File: config.mk
export PLATFORM = sky130hd
export DESIGN_NAME = axum_dbg_host_flat
export DESIGN_NICKNAME = d
export VERILOG_FILES = /design/src/rtl/axum_dbg_host_if.sv /design/src/rtl/axum_dbg_host.sv /design/src/flat_wrapper.sv
export SDC_FILE = /design/constraint.sdc
export NUM_CORES = 1
export LEC_CHECK = 0
export ABC_AREA = 0
export ABC_CLOCK_PERIOD_IN_PS = 7670
export CAP_MARGIN = 20
export CORE_ASPECT_RATIO = 0.6
export CORE_MARGIN = 5
export CORE_UTILIZATION = 52
export CTS_CLUSTER_DIAMETER = 80
export CTS_CLUSTER_SIZE = 12
export DETAILED_ROUTE_END_ITERATION = 10
export PLACE_DENSITY = 0.8
export SLEW_MARGIN = 20
export SYNTH_ARGS = -nofsm -noshare
export SYNTH_HDL_FRONTEND = slang
export SYNTH_SLANG_ARGS = --single-unit
File: constraint.sdc
create_clock -name clk_i -period 7.67 [get_ports clk_i]
set_clock_uncertainty 0.2 [all_clocks]
set_input_delay 1.9175 -clock clk_i [delete_from_list [all_inputs] [get_ports clk_i]]
set_output_delay 1.9175 -clock clk_i [all_outputs]
set_load 0.02 [all_outputs]
File: src/rtl/axum_dbg_host_if.sv
// axum_dbg_host_if: byte command/response streams plus host bus of the debug host
interface axum_dbg_host_if;
  logic        cmd_valid_i;
  logic [7:0]  cmd_data_i;
  logic        cmd_ready_o;
  logic        rsp_valid_o;
  logic [7:0]  rsp_data_o;
  logic        rsp_ready_i;
  logic        host_req_o;
  logic        host_gnt_i;
  logic [31:0] host_addr_o;
  logic        host_we_o;
  logic [3:0]  host_be_o;
  logic [31:0] host_wdata_o;
  logic        host_rvalid_i;
  logic [31:0] host_rdata_i;
  logic        host_err_i;
  logic        busy_o;
  modport slave (
    input  cmd_valid_i, cmd_data_i, rsp_ready_i, host_gnt_i, host_rvalid_i, host_rdata_i, host_err_i,
    output cmd_ready_o, rsp_valid_o, rsp_data_o, host_req_o, host_addr_o, host_we_o, host_be_o,
           host_wdata_o, busy_o
  );
  modport master (
    output cmd_valid_i, cmd_data_i, rsp_ready_i, host_gnt_i, host_rvalid_i, host_rdata_i, host_err_i,
    input  cmd_ready_o, rsp_valid_o, rsp_data_o, host_req_o, host_addr_o, host_we_o, host_be_o,
           host_wdata_o, busy_o
  );
endinterface

File: src/rtl/axum_dbg_host.sv
// axum_dbg_host: byte-stream command decoder that issues one 32-bit host bus access and reports status
module axum_dbg_host #(
  parameter int TimeoutCycles = 1024
) (
  input logic            clk_i,
  input logic            rst_i,
  axum_dbg_host_if.slave bus
);
  typedef enum logic [2:0] {S_IDLE, S_ADDR, S_DATA, S_REQ, S_WAIT, S_RSP} state_t;
  localparam logic [31:0] TMO_LAST = 32'(TimeoutCycles - 1);
  state_t      r_state, w_next;
  logic        r_live;
  logic        r_we;
  logic [1:0]  r_idx;
  logic [31:0] r_addr, r_wdata, r_rdata, r_cnt;
  logic [7:0]  r_code;
  logic [2:0]  r_ridx, r_rlen;
  logic        w_cmd_fire, w_rsp_fire, w_tmo, w_known;
  logic [7:0]  w_rbyte;
  assign w_cmd_fire = bus.cmd_valid_i & bus.cmd_ready_o;
  assign w_rsp_fire = bus.rsp_valid_o & bus.rsp_ready_i;
  assign w_tmo      = (TimeoutCycles != 0) && (r_cnt == TMO_LAST);
  assign w_known    = (bus.cmd_data_i == 8'h57) || (bus.cmd_data_i == 8'h52);
  assign w_rbyte    = r_ridx == 3'd1 ? r_rdata[7:0] : r_ridx == 3'd2 ? r_rdata[15:8] :
                      r_ridx == 3'd3 ? r_rdata[23:16] : r_rdata[31:24];
  // State register; asynchronous reset abandons any transaction in flight
  always_ff @(posedge clk_i or posedge rst_i)
    if (rst_i) r_state <= S_IDLE;
    else       r_state <= w_next;
  // Next-state decode
  always_comb begin
    w_next = r_state;
    case (r_state)
      S_IDLE: if (w_cmd_fire) w_next = w_known ? S_ADDR : S_RSP;
      S_ADDR: if (w_cmd_fire && r_idx == 2'd3) w_next = r_we ? S_DATA : S_REQ;
      S_DATA: if (w_cmd_fire && r_idx == 2'd3) w_next = S_REQ;
      S_REQ:  w_next = bus.host_gnt_i ? S_WAIT : w_tmo ? S_RSP : S_REQ;
      S_WAIT: if (bus.host_rvalid_i) w_next = S_RSP;
      S_RSP:  if (w_rsp_fire && r_ridx == r_rlen) w_next = S_IDLE;
      default: w_next = S_IDLE;
    endcase
  end
  // Outputs decoded from state; r_live keeps cmd_ready low until the first edge after reset
  always_comb begin
    bus.cmd_ready_o  = r_live && (r_state == S_IDLE || r_state == S_ADDR || r_state == S_DATA);
    bus.rsp_valid_o  = r_state == S_RSP;
    bus.rsp_data_o   = r_state == S_RSP ? (r_ridx == 3'd0 ? r_code : w_rbyte) : 8'h00;
    bus.host_req_o   = r_state == S_REQ;
    bus.host_addr_o  = {r_addr[31:2], 2'b00};
    bus.host_we_o    = r_we;
    bus.host_be_o    = {4{r_live}};
    bus.host_wdata_o = r_wdata;
    bus.busy_o       = r_state != S_IDLE;
  end
  // Datapath: byte collection, REQ cycle counter, response capture and response byte index
  always_ff @(posedge clk_i or posedge rst_i)
    if (rst_i) begin
      r_live  <= 1'b0;
      r_we    <= 1'b0;
      r_idx   <= 2'd0;
      r_addr  <= 32'd0;
      r_wdata <= 32'd0;
      r_rdata <= 32'd0;
      r_cnt   <= 32'd0;
      r_code  <= 8'd0;
      r_ridx  <= 3'd0;
      r_rlen  <= 3'd0;
    end else begin
      r_live <= 1'b1;
      r_idx  <= r_state == S_IDLE ? 2'd0 : r_idx + {1'b0, w_cmd_fire};
      r_cnt  <= r_state == S_REQ ? r_cnt + 32'd1 : 32'd0;
      r_ridx <= r_state == S_RSP ? r_ridx + {2'b0, w_rsp_fire} : 3'd0;
      if (r_state == S_IDLE && w_cmd_fire) begin
        r_we   <= bus.cmd_data_i == 8'h57;
        r_code <= 8'h3F;
        r_rlen <= 3'd0;
      end
      if (r_state == S_ADDR && w_cmd_fire) r_addr <= {bus.cmd_data_i, r_addr[31:8]};
      if (r_state == S_DATA && w_cmd_fire) r_wdata <= {bus.cmd_data_i, r_wdata[31:8]};
      if (r_state == S_REQ && !bus.host_gnt_i && w_tmo) begin
        r_code <= 8'h54;
        r_rlen <= 3'd0;
      end
      if (r_state == S_WAIT && bus.host_rvalid_i) begin
        r_rdata <= bus.host_rdata_i;
        r_code  <= bus.host_err_i ? 8'h45 : 8'h4B;
        r_rlen  <= (!bus.host_err_i && !r_we) ? 3'd4 : 3'd0;
      end
    end
endmodule

File: src/flat_wrapper.sv
// flat-port wrapper written by rule: the top's interface ports become plain ports
module axum_dbg_host_flat 
#(
  parameter int TimeoutCycles = 1024
)
  (clk_i, rst_i, bus_cmd_valid_i, bus_cmd_data_i, bus_rsp_ready_i, bus_host_gnt_i, bus_host_rvalid_i, bus_host_rdata_i, bus_host_err_i, bus_cmd_ready_o, bus_rsp_valid_o, bus_rsp_data_o, bus_host_req_o, bus_host_addr_o, bus_host_we_o, bus_host_be_o, bus_host_wdata_o, bus_busy_o);
  axum_dbg_host_if bus_i ();
  input logic clk_i;
  input logic rst_i;
  input wire logic [$bits(bus_i.cmd_valid_i)-1:0] bus_cmd_valid_i;
  input wire logic [$bits(bus_i.cmd_data_i)-1:0] bus_cmd_data_i;
  input wire logic [$bits(bus_i.rsp_ready_i)-1:0] bus_rsp_ready_i;
  input wire logic [$bits(bus_i.host_gnt_i)-1:0] bus_host_gnt_i;
  input wire logic [$bits(bus_i.host_rvalid_i)-1:0] bus_host_rvalid_i;
  input wire logic [$bits(bus_i.host_rdata_i)-1:0] bus_host_rdata_i;
  input wire logic [$bits(bus_i.host_err_i)-1:0] bus_host_err_i;
  output wire logic [$bits(bus_i.cmd_ready_o)-1:0] bus_cmd_ready_o;
  output wire logic [$bits(bus_i.rsp_valid_o)-1:0] bus_rsp_valid_o;
  output wire logic [$bits(bus_i.rsp_data_o)-1:0] bus_rsp_data_o;
  output wire logic [$bits(bus_i.host_req_o)-1:0] bus_host_req_o;
  output wire logic [$bits(bus_i.host_addr_o)-1:0] bus_host_addr_o;
  output wire logic [$bits(bus_i.host_we_o)-1:0] bus_host_we_o;
  output wire logic [$bits(bus_i.host_be_o)-1:0] bus_host_be_o;
  output wire logic [$bits(bus_i.host_wdata_o)-1:0] bus_host_wdata_o;
  output wire logic [$bits(bus_i.busy_o)-1:0] bus_busy_o;
  assign bus_i.cmd_valid_i = bus_cmd_valid_i;
  assign bus_i.cmd_data_i = bus_cmd_data_i;
  assign bus_i.rsp_ready_i = bus_rsp_ready_i;
  assign bus_i.host_gnt_i = bus_host_gnt_i;
  assign bus_i.host_rvalid_i = bus_host_rvalid_i;
  assign bus_i.host_rdata_i = bus_host_rdata_i;
  assign bus_i.host_err_i = bus_host_err_i;
  assign bus_cmd_ready_o = bus_i.cmd_ready_o;
  assign bus_rsp_valid_o = bus_i.rsp_valid_o;
  assign bus_rsp_data_o = bus_i.rsp_data_o;
  assign bus_host_req_o = bus_i.host_req_o;
  assign bus_host_addr_o = bus_i.host_addr_o;
  assign bus_host_we_o = bus_i.host_we_o;
  assign bus_host_be_o = bus_i.host_be_o;
  assign bus_host_wdata_o = bus_i.host_wdata_o;
  assign bus_busy_o = bus_i.busy_o;
  axum_dbg_host #(.TimeoutCycles(TimeoutCycles)) u_core (.clk_i(clk_i), .rst_i(rst_i), .bus(bus_i));
endmodule
### Word-level counts from Yosys, hierarchy flattened

Cells that the tools add are included.

* register bits: 149
* bits of input ports: 47

* $add $sub $neg: 3
* equal/unequal tests: 18
* multiplexer cells: 26
* bitwise logic cells: 2
* reductions and logical operators: 21

Operators by type and width (number)
* $mux W8: 8
* $mux W3: 13
* $add A32 B1 Y32 const B: 1
* $eq A32 B10 Y1 const B: 1
* $mux W32: 1
* $pmux W3 S6: 1
* $eq A8 B7 Y1 const B: 2
* $eq A3 B2 Y1 const B: 4
* $logic_and A1 B1 Y1: 10
* $eq A3 B1 Y1 const B: 2
* $eq A3 B3 Y1 const B: 2
* $logic_not A3 Y1: 2
* $ne A2 B1 Y1 const B: 3
* $reduce_bool A3 Y1: 2
* $reduce_and A5 Y1: 1
* $mux W4: 1
* $ne A2 B2 Y1 const B: 2
* $add A3 B1 Y3: 1
* $eq A3 B3 Y1: 1
* $logic_not A1 Y1: 3
* $logic_or A1 B1 Y1: 3
* $add A2 B1 Y2: 1
* $and A1 B1 Y1: 2
* $eq A2 B2 Y1 const B: 1
* other kinds (2): 2

### Logic depth before layout (Yosys ltp)

Gate-level depths: netlist of run 1.

* word-level depth: 9
* gate-level depth with buffers: 8
* depth with buffers taken out: 6

### Worst setup path before layout of run 1

OpenSTA, ideal clock, no wires.

* path kind: reg-to-output
* start point: reg u_core.r_ridx[0]
* end point: out bus_rsp_data_o[0]
* arrival time: 1326 ps
* required time: 5552 ps
* path slack: 4227 ps
* cell stages (with the launch flop): 5
* path through: dfrtp_1 -> buf_2 -> mux4_2 -> mux2i_1 -> nor2_1

* word-level cells in the longest chain between the ends: 6
* elaborated cells on any way between the ends: 9
* classes of those cells: 3 x eq/ne; 5 x mux; 1 x reduce/logical

RTL lines
* start, declared: RTL line axum_dbg_host.sv:17 `logic [2:0] r_ridx, r_rlen;`
* start signal, assigned: RTL line axum_dbg_host.sv:72 `r_ridx <= r_state == S_RSP ? r_ridx + {2'b0, w_rsp_fire} : 3'd0;`
* $eq A3 B2 Y1: RTL line axum_dbg_host.sv:25 `r_ridx == 3'd3 ? r_rdata[23:16] : r_rdata[31:24];`
* $mux W8: RTL line axum_dbg_host.sv:25
* $mux W8 (2 in a row): RTL line axum_dbg_host.sv:24 `assign w_rbyte = r_ridx == 3'd1 ? r_rdata[7:0] : r_ridx == 3'd2 ? r_rdata[15:8] :`
* $mux W8 (*) (2 in a row): RTL line axum_dbg_host.sv:47 `bus.rsp_data_o = r_state == S_RSP ? (r_ridx == 3'd0 ? r_code : w_rbyte) : 8'h00;`
* end, declared: RTL line flat_wrapper.sv:19 `output wire logic [$bits(bus_i.rsp_data_o)-1:0] bus_rsp_data_o;`

Mark *: on every way between the ends. The rest lies on a longest branch, timed or not.

### Worst setup path in the final report of run 1

* start point: reg u_core.r_state[2]
* end point: out bus_rsp_data_o[7]

* word-level cells in the longest chain between the ends: 2

RTL lines
* start, declared: RTL line axum_dbg_host.sv:11 `state_t r_state, w_next;`
* start signal, assigned: RTL line axum_dbg_host.sv:29 `else r_state <= w_next;`
* $eq A3 B3 Y1: RTL line axum_dbg_host.sv:47
* $mux W8: RTL line axum_dbg_host.sv:47

No other way between the ends.

==> impl_metrics.csv, run 1 <==
group,metric,value,unit
finish,syn2layout_area_growth,29.8,%
routing,ant_nets,0,
floorplan,io_pins,128,
critical_path,worstRegToRegCells,4,
place,dpl.hpwl,10600,µm
finish,nets,732,
cts,cts_resized,0,
routing,vias,4677,
critical_path,path_max_fanout,10,
routing,drtIter0Drc,244,
routing,post_drt_wl_per_cell,17.8,µm
synth,synth_cell_types,54,
power,peakVddDrop,0.311,mV
synth,synthArstFlopShare,1.00,
timing,relSlewSlack,0.402,
floorplan,die_y,96.4,µm
critical_path,worstSetupPathType,"reg -> out",
finish,antenna_cells,0,
synth,yosys_warnings,0,
global_routing,grt_max_degree,75,
routing,drc_errors,0,
timing,slew_viol_final,0,
cts,cts_buffer_depth,2,
synth,syn_area,6460,µm²
timing,worstMarginPinSlew,0.888,ns
routing,vias_per_cell,5.45,
cts,cts_buffers,17,
cts,clockRootBuffer,"clkbuf_16",
floorplan,core_area,12100,µm²
cts,clk_pin_slew,0.06,ns
timing,fmax,215,MHz
synth,syn_inst,567,
job,cap_violations,0,
synth,synth_flop_cell,"dfrtp_1",
global_routing,gr-usage-met2,0.340,
timing,min_period,4.65,ns
global_routing,top_usage_layer,"met2",
critical_path,timing.rr.start,"u_core.r_state[2]",
finish,stdcell_area,8390,µm²
power,p_per_area,301,nW/µm²
global_routing,grt_pass1_vias,4939,
synth,synth-seq-cells,143,
finish,drive_gt1_frac,0.176,
critical_path,r2r_slack,5.40,ns
global_routing,antenna_found_initial,0,
critical_path,worst_setup_path_end_kind,"output port",
finish,fillers,882,
global_routing,grt_pass1_wl,25200,µm
synth,ys_seq_area_frac,0.554,
critical_path,start_kind,"flop",
place,place_area,7770,µm²
timing,rsz0062_at_grt,"no",
routing,drtPass1Iterations,4,
global_routing,grt_util_all_layers,0.216,
global_routing,gr-usage-met3,0.0831,
place,place_inst,827,
floorplan,rows,31,
timing,setup_slack,3.02,ns
cts,clkLatencyLatePin,0.41,ns
timing,hold_violations,0,
timing,setup_violations,0,
critical_path,required,5.55,ns
place,place_ws,3.40,ns
timing,tns,0,ns
finish,fin_cells,858,
timing,finalCritPeriodShare,0.606,
critical_path,critPathCapture,"bus_rsp_data_o[7]",
place,gp_congestion,0.833,
critical_path,r2r-end,"u_core.r_rlen[2]",
floorplan,die_w,154,µm
status,status,"finished, final reports clean",
floorplan,dieArea,14800,µm²
power,leakage,3.76,nW
routing,drt_wl_total,15300,µm
synth,synth_edf_count,0,
place,port_buffers,125,
global_routing,use_met1,0.279,
critical_path,crit_start,"u_core.r_state[2]",
worst_hold_path,hold_path_class,"reg -> reg",
cts,h-tree-depth,4,
floorplan,start_util,0.534,
cts,cts_tree,"yes",
synth,syn_avg_cell_area,11.4,µm²
cts,hold_buffers,0,
cts,cts.sink_count,143,
critical_path,cp.arrival,2.53,ns
global_routing,gr-total-overflow,0,
cts,cts_setup_buffers,0,
==> placed cells by master, fill, tap and decap left out, types with 3 or more instances in the layout <==
master and n:
nand4_1 6, o21ai_0 10, clkbuf_16 17, nand3_1 10
buf_4 4, nand4_4 3, clkdlybuf4s50_1 125, mux2_2 61
inv_1 10, clkinv_4 5, and4_1 5, dfrtp_1 143
xnor2_1 18, xor2_1 8, nor2_1 40, and2_1 4
nor3_1 7, nor4_1 7, conb_1 3, mux2i_1 8
a21oi_1 14, ha_1 4, nor3_2 3, nor2b_1 3
and3_1 5, bufinv_16 3, or3_1 8, nand2_1 112
inv_6 3, mux4_2 7
==> worst max-delay path, cell delays in order (launching register included) <==
cell             delay [ns]
dfrtp_1                0.52
nor2b_1                0.41
nand2_1                0.37
nor2_1                 0.21
clkdlybuf4s50_1        0.62
==> synthesized netlist by cell type, drive strengths merged (2+ instances only) <==
cell type  count  area [µm²]
a211oi         2        15.0
a21o           2        15.0
a21oi         15        78.8
and2           6        37.5
and3           5        31.3
and4           6        55.1
buf           27         161
clkbuf         8        30.0
conb           2        7.51
dfrtp        143        3580
ha             4        50.1
inv           11        41.3
mux2          63         709
mux2i          8        80.1
mux4           7         158
nand2        114         435
nand3         10        50.1
nand4         11         126
nor2          40         150
nor2b          3        18.8
nor3          11        81.3
nor4          10        90.1
o21ai         11        55.1
or3            8        50.1
xnor2         18         158
xor2           8        70.1
==> where the power goes <==
| group | internal (mW) | switching, mW |
|---|---|---|
| combinational | 0.339 | 0.322 |
| clock | 0.527 | 0.331 |
| sequential | 0.896 | 0.114 |
| total | 1.76 | 0.767 |
==> how the worst min path moves through the flow <==
| stage | start | slack [ns] | depth (start not counted) | to |
|---|---|---|---|---|
| 4_1_cts | u_core.r_rdata[5] | 0.28 | 2 | u_core.r_rdata[5] |
| 3_3_place_gp | u_core.r_rdata[13] | 0.25 | 2 | u_core.r_rdata[13] |
| 6_report | u_core.r_rdata[5] | 0.27 | 2 | u_core.r_rdata[5] |
| 2_1_floorplan | u_core.r_rdata[10] | 0.24 | 2 | u_core.r_rdata[10] |
| 3_5_place_dp | u_core.r_rdata[5] | 0.26 | 2 | u_core.r_rdata[5] |
| 5_1_grt | u_core.r_rdata[23] | 0.30 | 2 | u_core.r_rdata[23] |
==> through the flow <==
stage	utilization	power, mW	hold WS, ns
after floorplan	-	1.37	0.240
after global placement	0.642	1.65	0.254
after detailed placement	0.642	1.68	0.262
after CTS	0.693	2.55	0.278
after global routing	0.693	2.65	0.302
final	0.693	2.53	0.273
==> state kept, by name, summed over array words and instances, names as in the netlist <==
name                     flops
u_core.r_ridx                3
u_core.r_live                1
u_core.r_cnt                32
u_core.r_addr               30
u_core.r_state               3
u_core.r_rdata              32
u_core.r_rlen                1
u_core.r_code                6
u_core.bus.host_wdata_o     32
u_core.r_idx                 2
u_core.bus.host_we_o         1
==> kinds of logic after synthesis <==
group / after synthesis / share of synthesized area
xor+xnor: 26 / 0.0352
fa+ha+maj: 4 / 0.00774
buf+inv: 46 / 0.0360
flops: 143 / 0.554
compound gates: 38 / 0.0356
simple gates: 230 / 0.184
mux: 78 / 0.147
other cells: 2 / 0.00116
==> per-layer routing <==
layer,up-vias,share of wire
met1,2339,0.43
met3,23,0.092
met4,0,0.016
met5,-,0
li1,2161,-
met2,154,0.46
==> final cells by class <==
cell class	instances	area, µm²	share of cell area
clock inverters	13	179	0.0213
multi-input cells	379	2660	0.317
well taps	165	206	0.0246
inverters	11	46.3	0.00552
flip-flops and latches	143	3580	0.427
repair buffers	129	1280	0.153
clock buffers	18	439	0.0523
Power figures use the tool's default switching activity.
==> inputs of run 2 (changes only) <==
--- a/config.mk
+++ b/config.mk
@@ -6,15 +6,15 @@
 export NUM_CORES = 1
 export LEC_CHECK = 0
 export ABC_AREA = 0
-export ABC_CLOCK_PERIOD_IN_PS = 7670
+export ABC_CLOCK_PERIOD_IN_PS = 4100
 export CAP_MARGIN = 20
 export CORE_ASPECT_RATIO = 0.6
 export CORE_MARGIN = 5
-export CORE_UTILIZATION = 52
+export CORE_UTILIZATION = 47
 export CTS_CLUSTER_DIAMETER = 80
 export CTS_CLUSTER_SIZE = 12
 export DETAILED_ROUTE_END_ITERATION = 10
-export PLACE_DENSITY = 0.8
+export PLACE_DENSITY = 0.77
 export SLEW_MARGIN = 20
 export SYNTH_ARGS = -nofsm -noshare
 export SYNTH_HDL_FRONTEND = slang
==> constraint.sdc (replaced) <==
create_clock -name clk_i -period 4.1 [get_ports clk_i]
set_clock_uncertainty 0.2 [all_clocks]
set_input_delay 1.025 -clock clk_i [delete_from_list [all_inputs] [get_ports clk_i]]
set_output_delay 1.025 -clock clk_i [all_outputs]
set_load 0.02 [all_outputs]
==> run 2 against run 1 <==
Effect of this change: register-to-register slack lost 3.5 ns; sequential share of layout area shrank 0.28 points; global-route usage shrank 2.2 points; largest cell class unchanged; highest routed layer unchanged.
==> impl_metrics.csv, run 2 (synthesis results as in run 1) <==
group,metric,value,unit
status,status,"finished, final reports clean",
place,dpl.hpwl,10700,µm
timing,slew_viol_final,0,
critical_path,crit_start,"u_core.r_state[2]",
timing,whs,0.276,ns
floorplan,dieArea,16300,µm²
cts,cts.sink_count,143,
global_routing,grt_util_all_layers,0.194,
global_routing,grt_max_degree,48,
worst_hold_path,hold_path_class,"reg -> reg",
floorplan,die_y,101,µm
cts,cts_buffers,17,
floorplan,core_area,13500,µm²
routing,drtIter0Drc,167,
cts,hold_buffers,0,
timing,hold_violations,0,
cts,clockRootBuffer,"clkbuf_16",
cts,cts_buffer_depth,2,
cts,cts_tree,"yes",
critical_path,cp.arrival,2.55,ns
worst_hold_path,min-delay-start,"u_core.r_rdata[21]",
power,leakage,3.77,nW
routing,post_drt_wl_per_cell,17.2,µm
power,peakVddDrop,0.471,mV
floorplan,rows,33,
place,port_buffers,125,
cts,cts_setup_buffers,0,
timing,rsz0062_at_grt,"no",
place,place_inst,841,
floorplan,start_util,0.477,
global_routing,grt_pass1_wl,24800,µm
routing,ant_nets,0,
timing,min_period,3.77,ns
routing,vias,4598,
power,p_per_area,555,nW/µm²
cts,h-tree-depth,4,
timing,worstMarginPinSlew,0.912,ns
routing,drt_wl_total,15000,µm
place,gp_congestion,0.852,
finish,fin_cells,873,
floorplan,io_pins,128,
critical_path,r2r_slack,1.90,ns
critical_path,worstSetupPathType,"reg -> out",
power,combinationalPowerShare,0.261,
job,cap_violations,0,
power,swShare,0.319,
routing,drc_errors,0,
floorplan,die_w,161,µm
power,seqPwrFrac,0.402,
power,power.switching,1.49,mW
timing,finalCritPeriodShare,0.920,
critical_path,timing.rr.start,"u_core.r_state[2]",
cts,clkLatencyLatePin,0.41,ns
finish,utilization,0.624,
finish,nets,736,
finish,antenna_cells,0,
timing,relSlewSlack,0.391,
global_routing,grt_pass1_vias,4857,
timing,setup_violations,0,
critical_path,worst_setup_path_end_kind,"output port",
timing,tns,0,ns
power,clkPwrFrac,0.336,
finish,drive_gt1_frac,0.179,
finish,final_cell_mix,"dfrtp_1 (143), clkdlybuf4s50_1 (125), nand2_1 (113), mux2_2 (61), nor2_1 (40)",
global_routing,gr-total-overflow,0,
critical_path,path_max_fanout,10,
power,p_int,3.19,mW
cts,cts_resized,0,
critical_path,required,2.87,ns
critical_path,start_kind,"flop",
routing,vias_per_cell,5.27,
global_routing,antenna_found_initial,0,
routing,drtPass1Iterations,4,
cts,clk_pin_slew,0.07,ns
finish,syn2layout_area_growth,30.7,%
finish,final_common_cell,"dfrtp_1",
timing,fmax,265,MHz
==> run 2: power groups by stage <==
stage / Combinational (mW) / Clock (mW) / Sequential [mW]
after floorplan: 0.512 / 0 / 2.05
after global placement: 1.20 / 0 / 1.89
after detailed placement: 1.24 / 0 / 1.91
after CTS: 1.24 / 1.61 / 1.89
after global routing: 1.32 / 1.67 / 1.92
final: 1.23 / 1.58 / 1.89
==> run 2: worst max-delay path, stage by stage, from the launching register on <==
cell and delay (ns):
dfrtp_1 0.52, nor2b_1 0.42, nand2_1 0.36, nor2_1 0.20, clkdlybuf4s50_1 0.63
==> run 2: area by class of cell <==
class	instances	area (µm²)
fill	1027	5100
sequential	143	3580
multi-input combinational	379	2660
timing repair buffer	133	1340
clock buffer	17	425
tap	175	219
clock inverter	15	186
inverter	11	45.0
==> run 2: worst paths after layout <==
kind / to / cells past startpoint
max reg2reg: u_core.r_rdata[19] / 5
min in group asynchronous: u_core.r_addr[16] / 2
max in group asynchronous: u_core.r_code[2] / 3
min reg2reg: u_core.r_rdata[21] / 2
max: bus_rsp_data_o[0] / 4
min: u_core.r_rdata[21] / 2
==> run 2: routing by layer <==
metal | wire (µm) | share of wire | vias to the layer above | global-route usage
met4 | 207 | 0.014 | 0 | 0.0642
li1 | - | - | 2172 | -
met1 | 6400 | 0.43 | 2286 | 0.241
met3 | 1240 | 0.083 | 16 | 0.0797
met2 | 7160 | 0.48 | 124 | 0.311
met5 | 0 | 0 | - | 0
==> run 2: metrics by stage <==
step	cell area (µm²)	total power [mW]	worst slack, ns
after global routing	8450	4.92	0.199
after floorplan	6470	2.56	1.08
after global placement	7830	3.09	0.860
final	8450	4.69	0.328
after detailed placement	7830	3.15	0.768
after CTS	8450	4.74	0.297
==> inputs of run 3 (changes only) <==
--- a/config.mk
+++ b/config.mk
@@ -14,6 +14,7 @@
 export CTS_CLUSTER_DIAMETER = 80
 export CTS_CLUSTER_SIZE = 12
 export DETAILED_ROUTE_END_ITERATION = 10
+export GPL_TIMING_DRIVEN = 0
 export PLACE_DENSITY = 0.77
 export SLEW_MARGIN = 20
 export SYNTH_ARGS = -nofsm -noshare
==> run 3 against run 2 <==
Effect of this change: register-to-register slack gained 0.08 ns; sequential cell count is the same; via count grew 2.3%; utilization grew 1.1 points; sequential share of layout area shrank 0.70 points; power shrank 1.5%; non-clock buffer count grew 31; critical path depth grew 1; design area grew 1.7%; worst setup slack gained 0.15 ns; critical path type unchanged; largest power group unchanged; highest routed layer unchanged.
==> impl_metrics.csv, run 3 (synthesis results as in run 1) <==
group,metric,value,unit
cts,cts_tree,"yes",
power,combinationalPowerShare,0.276,
cts,cts.sink_count,143,
power,power.switching,1.48,mW
timing,min_period,3.62,ns
global_routing,gr-total-overflow,0,
timing,rsz0062_at_grt,"no",
job,cap_violations,0,
routing,vias_per_cell,5.20,
critical_path,path_max_fanout,10,
routing,drc_errors,0,
status,status,"finished, final reports clean",
cts,cts_setup_buffers,0,
finish,fin_cells,904,
routing,drtPass1Iterations,5,
finish,stdcell_area,8590,µm²
routing,drtIter0Drc,299,
timing,tns,0,ns
cts,clk_pin_slew,0.07,ns
critical_path,start_kind,"flop",
place,dpl.hpwl,11400,µm
cts,cts_buffers,17,
global_routing,gr-usage-met2,0.316,
worst_hold_path,hold_path_class,"reg -> reg",
cts,cts_buffer_depth,2,
finish,syn2layout_area_growth,32.9,%
critical_path,worstSetupPathType,"reg -> out",
finish,ff_latch_area,3580,µm²
global_routing,gr-usage-met3,0.0752,
critical_path,cp.arrival,2.39,ns
power,peakVddDrop,0.505,mV
global_routing,grt_util_all_layers,0.199,
routing,drt_wl_total,15700,µm
finish,utilization,0.634,
global_routing,grt_max_degree,36,
cts,h-tree-depth,4,
floorplan,core_area,13500,µm²
place,port_buffers,125,
global_routing,antenna_found_initial,0,
floorplan,start_util,0.477,
global_routing,use_met1,0.261,
floorplan,die_y,101,µm
power,clkPwrFrac,0.319,
finish,final_cell_mix,"dfrtp_1 (143), clkdlybuf4s50_1 (125), nand2_1 (113), mux2_2 (61), nor2_1 (40)",
cts,clockRootBuffer,"clkbuf_16",
power,seqPwrFrac,0.405,
floorplan,rows,33,
global_routing,grt_pass1_vias,5015,
finish,final_common_cell,"dfrtp_1",
power,p_int,3.13,mW
cts,clkLatencyLatePin,0.42,ns
floorplan,die_w,161,µm
critical_path,required,2.87,ns
finish,fillers,1052,
power,p_per_area,538,nW/µm²
routing,ant_nets,0,
cts,hold_buffers,0,
place,place_inst,872,
timing,worstMarginPinSlew,0.801,ns
global_routing,grt_pass1_wl,25700,µm
critical_path,worst_setup_path_end_kind,"output port",
global_routing,top_usage_layer,"met2",
floorplan,dieArea,16300,µm²
finish,nets,767,
finish,multiInputGateArea,2660,µm²
timing,relSlewSlack,0.461,
power,swShare,0.321,
timing,slew_viol_final,0,
finish,antenna_cells,0,
timing,hold_violations,0,
timing,fmax,276,MHz
place,place_area,8020,µm²
routing,post_drt_wl_per_cell,17.3,µm
place,gp_congestion,0.841,
cts,cts_resized,0,
power,leakage,3.88,nW
timing,setup_violations,0,
routing,vias,4703,
floorplan,io_pins,128,
finish,drive_gt1_frac,0.203,
timing,finalCritPeriodShare,0.883,
-- run 3: path summary, 6_finish.rpt --
check	from	to	slack, ns	cells after the start
max	u_core.r_ridx[0]	bus_rsp_data_o[0]	0.48	5
min	u_core.r_rdata[10]	u_core.r_rdata[10]	0.27	2
max reg2reg	u_core.r_cnt[0]	u_core.r_rlen[2]	1.98	7
min reg2reg	u_core.r_rdata[10]	u_core.r_rdata[10]	0.27	2
max in group asynchronous	rst_i	u_core.r_rdata[26]	2.13	4
min in group asynchronous	rst_i	u_core.r_addr[16]	0.79	2
-- run 3: metrics by stage --
stage               setup WS, ns  power (mW)  hold slack, ns
detailed placement         0.891        3.17           0.258
finish                     0.481        4.62           0.272
floorplan                   1.08        2.56           0.240
CTS                        0.447        4.66           0.275
global placement         -0.0699        3.11           0.255
global route               0.343        4.84           0.301
-- run 3: area by class of cell --
type | instances | area share
inverter | 11 | 0.00524
tap | 175 | 0.0255
timing repair buffer | 129 | 0.155
multi-input combinational | 379 | 0.309
sequential | 143 | 0.417
clock buffer | 17 | 0.0495
buffer | 35 | 0.0223
clock inverter | 15 | 0.0166
-- run 3: layer usage --
| metal | part of all wire | routed length [µm] | vias up |
|---|---|---|---|
| met4 | 0.0056 | 87 | 0 |
| met5 | 0 | 0 | - |
| met1 | 0.43 | 6810 | 2339 |
| met2 | 0.47 | 7340 | 132 |
| li1 | - | - | 2224 |
| met3 | 0.091 | 1420 | 8 |
-- run 3: power groups by stage --
stage	combinational [mW]	sequential (mW)	clock (mW)
after floorplan	0.512	2.05	0
after global placement	1.24	1.87	0
after detailed placement	1.28	1.89	0
after CTS	1.29	1.87	1.50
after global routing	1.38	1.91	1.56
final	1.27	1.87	1.47
-- run 3: worst max-delay path: stages, from the launching register on --
cell             delay, ns
dfrtp_1               0.35
buf_2                 0.31
mux4_2                0.54
mux2i_1               0.13
nor2_1                0.08
clkdlybuf4s50_1       0.57
